File: config.mk
export PLATFORM = sky130hd
export DESIGN_NAME = sram_stream_reader
export DESIGN_NICKNAME = d
export VERILOG_FILES = /design/src/rtl/sram_stream_reader_pkg.sv /design/src/rtl/sram_stream_reader_fifo.sv /design/src/rtl/sram_stream_reader.sv
export SDC_FILE = /design/constraint.sdc
export NUM_CORES = 1
export LEC_CHECK = 0
export ABC_AREA = 1
export BUFFER_PORTS_ARGS = -buffer_cell sky130_fd_sc_hd__clkbuf_2
export CAP_MARGIN = 20
export CORE_MARGIN = 3
export CORE_UTILIZATION = 40
export CTS_BUF_LIST = sky130_fd_sc_hd__clkbuf_16
export DETAILED_ROUTE_END_ITERATION = 8
export PLACE_DENSITY = 0.67
export SYNTH_ARGS = -nofsm -noshare
export SYNTH_HDL_FRONTEND = slang
export SYNTH_SLANG_ARGS = --single-unit
File: constraint.sdc
create_clock -name clk_i -period 2.3 [get_ports clk_i]
set_input_delay 0.23 -clock clk_i [delete_from_list [all_inputs] [get_ports clk_i]]
set_output_delay 0.23 -clock clk_i [all_outputs]
set_load 0.005 [all_outputs]
File: src/rtl/sram_stream_reader_pkg.sv
// Shared types and constants for the SPI SRAM byte-stream reader.
package sram_stream_pkg;

  typedef enum logic [1:0] {
    IDLE  = 2'd0,
    REQ   = 2'd1,
    GAP   = 2'd2,
    DRAIN = 2'd3
  } state_e;

  localparam logic [2:0]  CTI_CLASSIC        = 3'b000;
  localparam logic [1:0]  BTE_LINEAR         = 2'b00;
  localparam int unsigned DEFAULT_FIFO_DEPTH = 4;

endpackage

File: src/rtl/sram_stream_reader_fifo.sv
// First-word-fall-through FIFO of {last, data} entries with synchronous flush.
module byte_fifo #(
  parameter int unsigned DEPTH = 4
) (
  input  logic       clk_i,
  input  logic       rst_ni,
  input  logic       flush_i,
  input  logic       push_i,
  input  logic [8:0] push_data_i,
  input  logic       pop_i,
  output logic [8:0] head_o,
  output logic       empty_o,
  output logic       full_o
);

  localparam int unsigned AW = $clog2(DEPTH);

  logic [8:0]  r_mem [DEPTH];
  logic [AW:0] r_wr_ptr;
  logic [AW:0] r_rd_ptr;
  logic        w_push;
  logic        w_pop;

  // Extra MSB distinguishes full from empty when the index bits match.
  assign empty_o = (r_wr_ptr == r_rd_ptr);
  assign full_o  = (r_wr_ptr[AW] != r_rd_ptr[AW]) &&
                   (r_wr_ptr[AW-1:0] == r_rd_ptr[AW-1:0]);

  assign w_push = push_i & ~full_o & ~flush_i;
  assign w_pop  = pop_i & ~empty_o & ~flush_i;

  assign head_o = empty_o ? '0 : r_mem[r_rd_ptr[AW-1:0]];

  always_ff @(posedge clk_i) begin
    if (!rst_ni || flush_i) begin
      r_wr_ptr <= '0;
      r_rd_ptr <= '0;
    end else begin
      if (w_push) r_wr_ptr <= r_wr_ptr + (AW+1)'(1);
      if (w_pop)  r_rd_ptr <= r_rd_ptr + (AW+1)'(1);
    end
  end

  always_ff @(posedge clk_i) begin
    if (w_push) r_mem[r_wr_ptr[AW-1:0]] <= push_data_i;
  end

endmodule

File: src/rtl/sram_stream_reader.sv
// Wishbone master reading a contiguous byte run from SPI SRAM into a valid/ready stream.
module sram_stream_reader
  import sram_stream_pkg::*;
#(
  parameter int unsigned FIFO_DEPTH = DEFAULT_FIFO_DEPTH,
  parameter int unsigned LEN_WIDTH  = 16
) (
  input  logic                 clk_i,
  input  logic                 rst_ni,
  input  logic                 start_i,
  input  logic [23:0]          base_adr_i,
  input  logic [LEN_WIDTH-1:0] length_i,
  input  logic                 abort_i,
  output logic                 busy_o,
  output logic                 done_o,
  output logic                 err_o,
  output logic                 cyc_o,
  output logic                 stb_o,
  output logic [23:0]          adr_o,
  output logic                 we_o,
  output logic [7:0]           dat_o,
  output logic [2:0]           cti_o,
  output logic [1:0]           bte_o,
  input  logic                 ack_i,
  input  logic                 err_i,
  input  logic                 rty_i,
  input  logic [7:0]           dat_i,
  output logic                 m_valid_o,
  output logic [7:0]           m_data_o,
  output logic                 m_last_o,
  input  logic                 m_ready_i
);

  state_e               r_state;
  state_e               w_state_nxt;
  logic [23:0]          r_adr;
  logic [LEN_WIDTH-1:0] r_rem;
  logic                 r_busy;
  logic                 r_done;
  logic                 r_err;
  logic                 r_stb;

  logic                 w_capture;
  logic                 w_advance;
  logic                 w_flush;
  logic                 w_set_err;
  logic                 w_done_nxt;
  logic                 w_pop;
  logic                 w_full;
  logic                 w_empty;
  logic [8:0]           w_head;

  assign w_pop = ~w_empty & m_ready_i;

  byte_fifo #(
    .DEPTH (FIFO_DEPTH)
  ) u_fifo (
    .clk_i       (clk_i),
    .rst_ni      (rst_ni),
    .flush_i     (w_flush),
    .push_i      (w_advance),
    .push_data_i ({(r_rem == LEN_WIDTH'(1)), dat_i}),
    .pop_i       (w_pop),
    .head_o      (w_head),
    .empty_o     (w_empty),
    .full_o      (w_full)
  );

  always_comb begin
    w_state_nxt = r_state;
    w_capture   = 1'b0;
    w_advance   = 1'b0;
    w_flush     = 1'b0;
    w_set_err   = 1'b0;
    w_done_nxt  = 1'b0;
    unique case (r_state)
      IDLE: begin
        if (start_i) begin
          w_capture = 1'b1;
          if (length_i == '0)  w_done_nxt  = 1'b1;
          else if (!w_full)    w_state_nxt = REQ;
          else                 w_state_nxt = GAP;
        end
      end
      REQ: begin
        // Abort outranks every termination, so a coincident ack is dropped.
        if (abort_i) begin
          w_state_nxt = IDLE;
          w_flush     = 1'b1;
        end else if (err_i) begin
          w_state_nxt = IDLE;
          w_flush     = 1'b1;
          w_set_err   = 1'b1;
        end else if (ack_i) begin
          w_advance   = 1'b1;
          w_state_nxt = (r_rem == LEN_WIDTH'(1)) ? DRAIN : GAP;
        end else if (rty_i) begin
          w_state_nxt = GAP;
        end
      end
      GAP: begin
        if (abort_i) begin
          w_state_nxt = IDLE;
          w_flush     = 1'b1;
        end else if (!w_full) begin
          w_state_nxt = REQ;
        end
      end
      DRAIN: begin
        if (abort_i) begin
          w_state_nxt = IDLE;
          w_flush     = 1'b1;
        end else if (w_pop && w_head[8]) begin
          w_state_nxt = IDLE;
          w_done_nxt  = 1'b1;
        end
      end
      default: w_state_nxt = IDLE;
    endcase
  end

  always_ff @(posedge clk_i) begin
    if (!rst_ni) begin
      r_state <= IDLE;
      r_adr   <= '0;
      r_rem   <= '0;
      r_busy  <= 1'b0;
      r_done  <= 1'b0;
      r_err   <= 1'b0;
      r_stb   <= 1'b0;
    end else begin
      r_state <= w_state_nxt;
      r_busy  <= (w_state_nxt != IDLE);
      r_stb   <= (w_state_nxt == REQ);
      r_done  <= w_done_nxt;
      if (w_capture) begin
        r_adr <= base_adr_i;
        r_rem <= length_i;
        r_err <= 1'b0;
      end
      if (w_advance) begin
        r_adr <= r_adr + 24'd1;
        r_rem <= r_rem - LEN_WIDTH'(1);
      end
      if (w_set_err) r_err <= 1'b1;
    end
  end

  assign busy_o    = r_busy;
  assign done_o    = r_done;
  assign err_o     = r_err;
  assign cyc_o     = r_stb;
  assign stb_o     = r_stb;
  assign adr_o     = r_adr;
  assign we_o      = 1'b0;
  assign dat_o     = '0;
  assign cti_o     = CTI_CLASSIC;
  assign bte_o     = BTE_LINEAR;
  assign m_valid_o = ~w_empty;
  assign m_data_o  = w_head[7:0];
  assign m_last_o  = w_head[8];

endmodule

# ---- Word-level counts from Yosys, hierarchy flattened
# Memory sizes are Yosys's and may differ from the RTL's. A register that Yosys moved wholly into a read port is not among the register bits.
# Index checks and enable logic that the tools add are counted.
dict set report totals {
  ff_bits 52
  ram_bits 36
  inputBits 56
  output_inout_bits 53
  wordCells 81
  mem_count 1
}
dict set report classes {
  addsub 4
  eq_ne 8
  mux 41
  bitwise 8
  n_reduce_logical 10
}
# name depth word_bits rd rd_clocked_by_memory_dff write_ports line_no
set memory_table {}
lappend memory_table {u_fifo.r_mem 4 9 1 1 1 sram_stream_reader_fifo.sv:18} ;# logic [8:0] r_mem [DEPTH];
# cell count
set ops {}
lappend ops {{24-bit 2-to-1 mux} 2}
lappend ops {{16-bit 2-to-1 mux} 2}
lappend ops {{2-bit 2-to-1 mux} 13}
lappend ops {{24-bit by 1-bit adder with 24-bit output, second input constant} 1}
lappend ops {{1-bit 2-to-1 mux} 20}
lappend ops {{16-bit by 1-bit equality test with 1-bit output, second input constant} 1}
lappend ops {{16-bit zero test} 1}
lappend ops {{16-bit by 1-bit subtractor with 16-bit output, second input constant} 1}
lappend ops {{9-bit 2-to-1 mux} 1}
lappend ops {{2-bit case mux with 4 select lines} 1}
lappend ops {{3-bit by 1-bit adder with 3-bit output, second input constant} 2}
lappend ops {{2-bit nonzero test} 3}
lappend ops {{1-bit bitwise AND} 5}
lappend ops {{2-bit by 1-bit equality test with 1-bit output, second input constant} 2}
lappend ops {{2-bit equality test, second input constant} 2}
lappend ops {{1-bit case mux with 2 select lines} 2}
lappend ops {{3-bit equality test} 1}
lappend ops {{1-bit NOT} 3}
lappend ops {{2-bit equality test} 1}
lappend ops {{1-bit logical AND} 2}
lappend ops {{2-bit zero test} 1}
lappend ops {{2-bit OR reduction} 1}
lappend ops {{1-bit zero test} 1}
lappend ops {{1-bit logical OR} 1}
lappend ops {{1-bit inequality test} 1}

# ---- Longest topological paths before layout
dict set report logic_depth {
  ltp_word 8
  mapped_depth 14
}

# ---- Hierarchy
# Synthesis repeated with hierarchy kept, for this count alone.
dict set report hier_totals {
  cells_unflattened 746
  area_unflattened_um2 5353.9
}
# module instances cells_each area_per_inst_um2 seq_area_each_um2
set by_module_without_submodules {}
lappend by_module_without_submodules {sram_stream_reader 1 552 3357.0 920.9}
lappend by_module_without_submodules {byte_fifo 1 194 1996.9 1241.2}

# ---- Worst setup path before layout
# OpenSTA, ideal clock, no wires.
dict set report synth_timing {
  path_kind {register to register}
  startpoint {register r_state[1]}
  endpoint {memory u_fifo.r_mem[0][0], enable pin}
  t_arrival_ns 1.546
  required_ns 1.926
  setup_slack_ns 0.380
  stages_incl_launch_ff 10
  synth_period_minus_slack_ns 1.920
  cell_sequence {dfxtp_1 > inv_1 > ha_1 > nand2_1 > inv_2 > nand2_4 > inv_2 > buf_12 > nand2_2 > nor2_1}
}
dict set report synth_between {
  elab_chain_len 7
}
# item line_no
set synth_lines {}
lappend synth_lines {{start: declaration} sram_stream_reader.sv:34} ;# state_e r_state;
lappend synth_lines {{start signal: assignment} sram_stream_reader.sv:132} ;# r_state <= w_state_nxt;
lappend synth_lines {{2-bit equality test} sram_stream_reader.sv:76} ;# unique case (r_state)
lappend synth_lines {{2-bit OR reduction (no line)} n/a}
lappend synth_lines {{1-bit case mux with 2 select lines} sram_stream_reader.sv:76}
lappend synth_lines {{1-bit NOT} sram_stream_reader_fifo.sv:29} ;# assign w_push = push_i & ~full_o & ~flush_i;
lappend synth_lines {{1-bit bitwise AND (*)} sram_stream_reader_fifo.sv:29}
lappend synth_lines {{1-bit 2-to-1 mux (*)} sram_stream_reader_fifo.sv:45} ;# if (w_push) r_mem[r_wr_ptr[AW-1:0]] <= push_data_i;
lappend synth_lines {{1-bit 2-to-1 mux (not written as such) (*)} sram_stream_reader_fifo.sv:45}
lappend synth_lines {{end: declaration} sram_stream_reader_fifo.sv:18}
# Every way passes the cells marked *; elsewhere a longest branch is shown, timed or not.

# ---- Worst setup path after layout
dict set report layout_timing {
  startpoint {register r_state[1]}
  endpoint {register r_adr[6], in the netlist adr_o[6]}
}
dict set report layout_between {
  elab_chain_len 3
}
# item line_no
set layout_lines {}
lappend layout_lines {{2-bit by 1-bit equality test with 1-bit output / 2-bit zero test (equally long branches)} sram_stream_reader.sv:76}
lappend layout_lines {{1-bit 2-to-1 mux} sram_stream_reader.sv:76}
lappend layout_lines {{24-bit 2-to-1 mux / 2-bit nonzero test (equally long branches)} n/a}
lappend layout_lines {{end signal: assignment} sram_stream_reader.sv:137} ;# r_adr <= base_adr_i;
lappend layout_lines {{end signal: assignment} sram_stream_reader.sv:142} ;# r_adr <= r_adr + 24'd1;
lappend layout_lines {{end: declaration} sram_stream_reader.sv:36} ;# logic [23:0] r_adr;
# Parallel ways exist; a longest one is shown, timed or not.
# A chain may end at the register's enable or synchronous reset.

==> metrics list <==
- The flow ran to the end, and the final reports show no timing, DRC or antenna violations.
- The worst setup path is launched from a flop.
* Total wire length after detailed routing: 13.39 mm
- After the last flow step, the layout net total stands at 831.
* Post-synthesis cell area: between 0.005 and 0.006 mm²
* Count of nets left with antenna violations after detail routing: 0
- Setup repair after global routing left no endpoint under its margin.
- Avg Inst Size Synth: slightly below 8 µm²
- Placed cell areas: between 0.005 and 0.006 mm²
- Placed wire-length estimate after detailed placement: between 10 and 15 mm
- The number of placed instances, taps included, is approximately 920.
- Final setup violation count: 0
- In this run the core area contains 40 standard-cell rows.
- Maximum clock insertion buffer count: 2
- Layout cells sized above 1: about a fifth
- Combinational logic burns a little over a fifth of the power.
- For flop-to-flop paths, the worst setup slack is 0.29 ns.
- Fraction of the yosys area taken by sequential cells: 42.08%
* Part of the total power dissipated in the clock network: 33.3%
- Switching share of power: 30.74%
- Area of the die: 0.01424 mm²
- Number of hold-repair buffers added at the cts stage: 0
- Number of clock buffers inserted by TritonCTS: 9
- Number of top-level design ports: between 100 and 150
* Final GP Congestion: 0.8736
* Maximum Capacitance Violations: 0
- The count of cells in the finished layout, fillers not included, comes to ~940.
- For hold timing, the worst endpoint is adr_o[1]$_SDFFE_PN0P_.
* Floorplan die width: around 120 µm
* Path category of the worst min-delay check: in -> reg
* Power spent charging and discharging nets: 0.001242 W
* Vert. Die Dim: ~120 µm
* Routed length per placed instance: roughly 14 µm
* Largest family of logic cells by synthesized area: simple AND/OR/NAND/NOR gates
- Global routing used around a fifth of the available tracks.
- The final max-slew violation count came to 0.
* PwrDens: ~680 mW/mm²
- Clock slew at the register clock pins of the worst setup and hold paths: 0.07 ns
* Tightest Pin Transition: between 0.6 and 0.7 ns
- CTS tree: done
- The first detailed-routing pass took 5 iterations.
- 0 antenna diodes ended up in the layout.
- Core Util, Final: 48.71%
- The Yosys step of the flow raised 0 warnings.
- Fin. Hold Viols: 0
- The initial antenna violation count is 0.
* Filler Cell Count: about 1,200
* Synthesis-stage register bit count: 90
- Proportion of register bits with asynchronous set or reset after synthesis: 0%
- Number of buffer cells added on primary ports: 94
- Area growth syn-to-layout: 16.27%
- Instance count of the mapped netlist: between 600 and 700
- The synthesized netlist devotes 1.851% of its cell area to XOR and XNOR gates.
* Crit path capture type: flop
- The portion of synthesized area spent on multiplexers is 0%.
- Resize count post-CTS: 0
- Arithmetic-cell share of the synthesized area counting full adders, half adders and majority gates: about 3.2%
- The total overflow left after global routing is 0.
- VDD sags by at most about 0.00027 V.
- For this run, the top clock speed supported by timing is around 500 MHz.
- In this run, flip-flops and latches consume about 46% of the power.
* Worst slack on hold paths: ~0.14 ns
- Signal arrival time at the worst endpoint: about 2.2 ns
- Final period utilization: 87.21%
* Maximum fanout encountered on the critical timing path: 22
* Final non-filler cell area: ~0.006 mm²
- The endpoint identified for the worst register-to-register timing path is adr_o[6]$_SDFFE_PN0P_.
- CTS placed an instance of clkbuf_16 at the clock tree root.
- The routed layout has 4,832 vias.
- By startpoint and endpoint, the worst setup path is classified as reg -> reg.
- After the first detailed-routing iteration, the DRC count stood at 333.
- Worst hold start: base_adr_i[1]
- Largest net degree at the start of global routing: 26
- The worst hold path passes through 3 cells.
- The via count of the first global-routing pass was approximately 4,400.
- Simple-Gate Fraction of Synth Area: roughly 28%
* Area of the core region: around 0.012 mm²
- Worst skew pair latency: 0.34 ns
* Static leakage power: about 2.6 nW
* First-pass GRT wire length: 21.73 mm
- Depth of the most critical reg-to-reg path: 9
- Once the floorplan was initialized, standard cells occupied 41.90% of the core.
- Maximum clock skew at final layout: around 0.0067 ns
* Compound-cell area share of the yosys netlist: approximately 14%
- Max-slew headroom at the worst pin: between 50% and 60%
* Internal Pwr Total: roughly 0.0028 W
- Synthesis instantiated 50 different standard cells from the library.
- Post-detailed-route via-to-cell ratio: approximately 5.2
* EDFF count, synth: 36
- Worst R2R Start: r_state[1]$_SDFF_PN0_
- Among all flip-flop cells after synthesis, the most frequent one is dfxtp_1.
- The routed design could run at a clock period as short as around 2.0 ns.
- H-tree levels: 3
* Count of unresolved DRC violations after routing: 0
* Required time at the worst-slack endpoint: around 2.5 ns
- After clock tree synthesis, the setup repair step added 0 buffers.
- Counting every sink on the clock net gives 90.
- TNS Setup: 0 ns
-- synthesized netlist by cell type, types with 7 or more instances --
library cell  number  area share, %
nor2_2             7           0.85
o22ai_1           10            1.2
nor2_1            74            5.4
o21ai_1            8           0.78
nor3_1            13            1.3
ha_1              13            3.2
nand2_2           10            1.2
nand4_1            7           0.85
xor2_1             7            1.2
o211ai_1           8            1.2
nand2_1          148             11
clkbuf_1           7           0.51
a31oi_1           12            1.5
edfxtp_1          36             21
nand3_1           37            3.6
inv_1             60            4.4
a21oi_1           39            3.8
dfxtp_1           54             21
inv_2             10           0.73
o21ai_0           31            3.0
buf_4             19            2.8
-- area by class of cell --
type,instances,area (µm²),area share [%]
Timing Repair Buffer,108,588.1,9.845
Multi-Input combinational cell,483,2479,41.50
Tap cell,168,210.2,3.519
Inverter,70,262.8,4.399
Clock inverter,7,46.29,0.7750
Sequential cell,90,2162,36.20
Clock buffer,9,225.2,3.770
-- state kept, by name, summed over array words and instances, names as in the netlist, named ones only --
| signal | cells |
|---|---|
| u_fifo.r_mem | 36 |
| adr_o | 24 |
| r_rem | 16 |
| u_fifo.r_rd_ptr | 3 |
| u_fifo.r_wr_ptr | 3 |
| r_state | 2 |
| busy_o | 1 |
| cyc_o | 1 |
| done_o | 1 |
| err_o | 1 |
-- through the flow --
stage               setup slack, ns  power [W]
floorplan                    0.3801   0.002438
global placement             0.4122   0.002699
detailed placement           0.3009   0.002721
CTS                          0.3032   0.004069
global route                0.09316   0.004254
finish                       0.2941   0.004041
-- logic make-up after synthesis --
kind of cell,count (synthesis)
compound gates,127
xor+xnor,10
fa+ha+maj,13
buf+inv,107
flops,90
other cells,1
simple gates,319
-- worst max path at each step --
stage / end / slack [ns] / from
after floorplan: u_fifo.r_mem[0][0]$_DFFE_PP_ / 0.38 / r_state[1]$_SDFF_PN0_
after global placement: u_fifo.r_mem[3][2]$_DFFE_PP_ / 0.41 / r_state[1]$_SDFF_PN0_
after detailed placement: u_fifo.r_mem[0][3]$_DFFE_PP_ / 0.30 / r_state[1]$_SDFF_PN0_
after CTS: u_fifo.r_mem[0][0]$_DFFE_PP_ / 0.30 / r_state[1]$_SDFF_PN0_
after global routing: adr_o[4]$_SDFFE_PN0P_ / 0.09 / r_state[1]$_SDFF_PN0_
final: adr_o[6]$_SDFFE_PN0P_ / 0.29 / r_state[1]$_SDFF_PN0_
-- layout by cell type (no fill, tap or decap), drive strengths merged, types with 7 or more instances in the layout --
cell type,count
nor2,86
edfxtp,36
nor3,13
nand4,7
xor2,7
ha,13
or2,7
o211ai,8
a21oi,41
o22ai,10
conb,14
buf,14
inv,72
clkbuf,103
nand3,40
o21ai,40
a31oi,12
dfxtp,54
nand2,159
-- critical path, stage by stage (launching register included) --
cell and delay (ns):
dfxtp_1 0.41, inv_1 0.12, ha_1 0.22, nand2_1 0.12, inv_2 0.07, nand2_4 0.18, inv_2 0.14, buf_4 0.24
a221oi_1 0.32, nor2_1 0.07
-- power groups by stage --
stage               Combinational [W]  Clock (W)  Sequential (W)
floorplan                    0.000580          0         0.00186
finish                       0.000841    0.00135         0.00186
global placement             0.000817          0         0.00188
detailed placement           0.000834          0         0.00189
CTS                          0.000838    0.00138         0.00185
global route                 0.000949    0.00144         0.00187
-- layer usage --
layer  up-vias  GRT usage [%]  share of wire, %
met3        15          4.748               8.8
li1       2369              -                 -
met2       199          28.61                45
met1      2249          26.30                45
met4         0          4.510              0.99
met5         -              0                 0
No activity file was read; power rests on OpenSTA's default activity.
